===== src/rtl/rr_arbiter_8.sv =====
// 8-requester round-robin arbiter with grant holding and a starvation limit.
// Produces a registered one-hot (or zero) grant vector for a downstream 8-to-3 encoder.
module rr_arbiter_8 #(
  parameter int unsigned MAX_HOLD = 4
) (
  input  logic       clk,
  input  logic       rst_n,
  input  logic       en,
  input  logic [7:0] req,
  output logic [7:0] gnt,
  output logic       gnt_vld
);

  localparam int unsigned      CNT_W     = (MAX_HOLD == 0) ? 1 : $clog2(MAX_HOLD + 1);
  localparam bit               LIMITED   = (MAX_HOLD != 0);
  localparam logic [CNT_W-1:0] HOLD_SAT  = CNT_W'(MAX_HOLD);
  localparam logic [CNT_W-1:0] HOLD_LAST = CNT_W'((MAX_HOLD == 0) ? 0 : MAX_HOLD - 1);

  logic [7:0]       gnt_q, gnt_d;
  logic             gnt_vld_q;
  logic [2:0]       ptr_q, ptr_d;
  logic [CNT_W-1:0] hold_cnt_q, hold_cnt_d;

  logic       holder_live;
  logic       competitor;
  logic       forced;
  logic       keep;
  logic       win_found;
  logic [2:0] win_idx;

  assign holder_live = |(gnt_q & req);
  assign competitor  = |(req & ~gnt_q);

  // A saturated counter (lone holder for a long time) still counts as expired once a competitor shows up.
  assign forced = LIMITED && holder_live && competitor && (hold_cnt_q >= HOLD_LAST);
  assign keep   = holder_live && !forced;

  // Search ptr+1, ptr+2, ... wrapping 7->0; the last winner is visited last.
  always_comb begin
    logic [2:0] idx;
    // NOTE: every always_comb output gets a default first so no path leaves it unassigned (no latch).
    win_found = 1'b0;
    win_idx   = ptr_q;
    idx       = ptr_q;
    for (int i = 1; i <= 8; i++) begin
      idx = ptr_q + 3'(i);
      if (!win_found && req[idx]) begin
        win_found = 1'b1;
        win_idx   = idx;
      end
    end
  end

  always_comb begin
    gnt_d      = gnt_q;
    ptr_d      = ptr_q;
    hold_cnt_d = hold_cnt_q;
    if (keep) begin
      if (LIMITED && (hold_cnt_q != HOLD_SAT)) begin
        hold_cnt_d = hold_cnt_q + 1'b1;
      end
    end else begin
      hold_cnt_d = '0;
      if (en && win_found) begin
        gnt_d = 8'b1 << win_idx;
        ptr_d = win_idx;
      end else begin
        gnt_d = 8'h00;
      end
    end
  end

  // NOTE: sequential state uses non-blocking assignments so all registers update from pre-edge values.
  always_ff @(posedge clk or negedge rst_n) begin
    if (!rst_n) begin
      gnt_q      <= 8'h00;
      gnt_vld_q  <= 1'b0;
      ptr_q      <= 3'd7;
      hold_cnt_q <= '0;
    end else begin
      gnt_q      <= gnt_d;
      gnt_vld_q  <= |gnt_d;
      ptr_q      <= ptr_d;
      hold_cnt_q <= hold_cnt_d;
    end
  end

  assign gnt     = gnt_q;
  assign gnt_vld = gnt_vld_q;

  grant_shape_a: assert property (@(posedge clk) disable iff (!rst_n)
    $onehot0(gnt_q) && (gnt_vld_q == (|gnt_q)));

endmodule


===== config.mk =====
export PLATFORM = sky130hd
export DESIGN_NAME = rr_arbiter_8
export DESIGN_NICKNAME = d
export VERILOG_FILES = /design/src/rtl/rr_arbiter_8.sv
export SDC_FILE = /design/constraint.sdc
export NUM_CORES = 1
export LEC_CHECK = 0
export ABC_AREA = 1
export CORE_MARGIN = 5
export CORE_UTILIZATION = 36
export CTS_BUF_LIST = sky130_fd_sc_hd__clkbuf_8 sky130_fd_sc_hd__clkbuf_16
export DETAILED_ROUTE_END_ITERATION = 7
export PLACE_DENSITY_LB_ADDON = 0.2
export SYNTH_ARGS = -nofsm -noshare
export SYNTH_HDL_FRONTEND = slang
export SYNTH_SLANG_ARGS = --single-unit

===== constraint.sdc =====
create_clock -name clk -period 5.9 [get_ports clk]
set_input_delay 1.475 -clock clk [delete_from_list [all_inputs] [get_ports clk]]
set_output_delay 1.475 -clock clk [all_outputs]
set_load 0.05 [all_outputs]

==> impl_metrics.yaml <==
run_status:
  status: "completed"
synthesis:
  ys_warn_count: 0
  synth_cells: 273
  synthDistinctLibCells: 32
  postSynth.topFlopCell: "dfrtp_1"
  synth_seq_cells: 15
  postSynthAreaPerCell_um2: 6.03
  ys_seq_area_frac: 0.230
  async_flop_share: 1.00
  netlist_area_mm2: 0.00165
  synth_edf_count: 0
  synth_fp_nets: 289
grt:
  antenna_found_initial: 0
  grt_pass1_wl_um: 7590
  grt_pass1_vias: 1658
  gr-total-overflow: 0
  gr-usage-all-layers: 0.152
  grt_max_degree: 16
hold_path:
  worstHoldStart: "hold_cnt_q[1]"
  holdPathStages: 2
  min_to: "hold_cnt_q[1]"
  hold_class: "reg -> reg"
die:
  die_width_um: 77.6
  dieArea_mm2: 0.00603
  start_util: 0.376
  coreArea_mm2: 0.00438
  die_h_um: 77.6
  rows: 24
  ioPinCount: 20
clock_tree:
  cts_sinks: 15
  cts_resized: 0
  cts_buffer_depth: 2
  cts_setup_buffers: 0
  clockRootBuffer: "clkbuf_8"
  clk_latency_ns: 0.25
  cts_buffers: 3
  cts_tree: "built"
  htree_levels: 1
  clk_pin_slew_ns: 0.06
  cts_hold_buf: 0
final_layout:
  final_common_cell: "nand2_1"
  final_util: 0.437
  drive_gt1_frac: 0.131
  n_antenna_cell: 0
  final_cell_mix: "nand2_1 (96), inv_1 (34), nor2_1 (32), nand3_1 (31), clkdlybuf4s50_1 (19)"
  multiInputGateArea_mm2: 0.00108
  regArea_um2: 379
  layoutNonFillerInstCount: 343
  area_growth_pct: 16.3
  layout.nets: 308
  fillers: 499
sta:
  setup_viol: 0
  worstMarginPinSlew_ns: 0.722
  fin_crit_ns: 3.55
  slew_headroom: 0.517
  hold_ws_ns: 0.572
  max_freq_mhz: 282
  finalSetupTns_ns: 0
  final.setup_skew_ns: 0.00365
  period_share: 0.601
  rsz0062_at_grt: "false"
  final_hold_viol_count: 0
  drv_slew: 0
worst_setup_path:
  worstSetupPathType: "in -> reg"
  crit_top_cell: "nor2_1"
  required_ns: 6.04
  reg2reg_from: "ptr_q[0]"
  critical_path.cell_chain: "clkdlybuf4s50_1, nand2_1, nand3_1, nand2_1, nor2_1, o21bai_2, inv_2, nor2_1, nor2_1, nand2_1, nand2_2, nand3_1, nor2_1, nor2_1, nand2_1, nor2_1, nand2_1"
  ff2ff_setup_slack_ns: 2.66
  worstPathArrival_ns: 3.69
  startpoint_type: "input pin"
  r2r_end: "gnt_vld"
  cpLargestDelayFamily: "simple AND/OR/NAND/NOR gates"
  reg2reg_depth: 20
  timing.critical_path.buf_inv: 2
  cp_slowest_cell: "clkdlybuf4s50_1"
  critPathCaptureType: "flop"
  cp_max_fo: 4
  max_stage_delay_ns: 0.57
routing:
  drc: 0
  vias: 1709
  final_antenna_net_count: 0
  vias_per_cell: 4.98
  post_drt_wl_per_cell_um: 13.1
  drt_iter0_drc: 141
  drt_pass1_iterations: 4
  wl_um: 4500
placement:
  gp_congestion: 0.864
  dp.cells: 339
  port-buffer-count: 19
  post-dp-hpwl_um: 3690
flow_run:
  drv_cap: 0
-- cell families (layout without fill, tap and decap cells) --
group,Yosys count,after routing,synth area share
buffers and inverters,47,65,0.116
AOI/OAI and AO/OA,17,17,0.0654
adders and majority gates,5,5,0.0380
xor gates and xnor gates,4,4,0.0213
and+or+nand+nor,185,185,0.530
DFF,15,15,0.230
-- worst min-delay path, cell delays in order, from the launching register on --
cell and delay (ns):
dfrtp_1 0.40, nand3_1 0.08, a21oi_1 0.06
-- worst max-delay path by stage --
| stage | start | end | slack (ns) | depth (start not counted) |
|---|---|---|---|---|
| after floorplan | req[2] | gnt_vld | 2.92 | 16 |
| after global placement | req[7] | gnt_vld | 2.09 | 17 |
| after detailed placement | req[7] | gnt_vld | 2.08 | 17 |
| after CTS | req[7] | gnt_vld | 2.34 | 17 |
| after global routing | req[5] | gnt_vld | 2.11 | 17 |
| final | req[5] | gnt_vld | 2.35 | 17 |
-- cell usage after synthesis (all sizes together), types with 2 or more instances --
cell    count  share of area
a21oi       3         0.0091
a221oi      2          0.011
buf         4          0.017
dfrtp      12           0.18
dfstp       3          0.048
ha          5          0.038
inv        42          0.096
nand2     108           0.27
nand3      36           0.12
nand4       6          0.036
nor2       34          0.092
o21ai       7          0.021
xor2        3          0.016
-- metrics by stage --
stage	setup WS (ns)	instance area (um^2)
2_1_floorplan	2.92	1650
3_3_place_gp	2.09	1870
3_5_place_dp	2.08	1870
4_1_cts	2.34	1910
5_1_grt	2.11	1910
6_report	2.35	1910
-- per-layer routing --
metal,global-route usage,share of wire,vias to the layer above
li1,-,-,897
met1,0.200,0.46,776
met2,0.270,0.51,33
met3,0.0185,0.029,3
met4,0.0223,0.0036,0
met5,0,0,-
-- final cells by class --
| class | instances | area share |
|---|---|---|
| sequential | 15 | 0.198 |
| multi-input combinational | 211 | 0.563 |
| timing repair buffer | 19 | 0.0993 |
| clock inverter | 1 | 0.00196 |
| clock buffer | 3 | 0.0216 |
| tap | 52 | 0.0340 |
| inverter | 42 | 0.0824 |
-- registers in the layout, summed over array words and instances (netlist names) --
register    flops
gnt_vld         1
hold_cnt_q      3
gnt             8
ptr_q           3
Power is not shown: default switching activity piles up to over one toggle a cycle in this logic, so the estimate is an artifact.
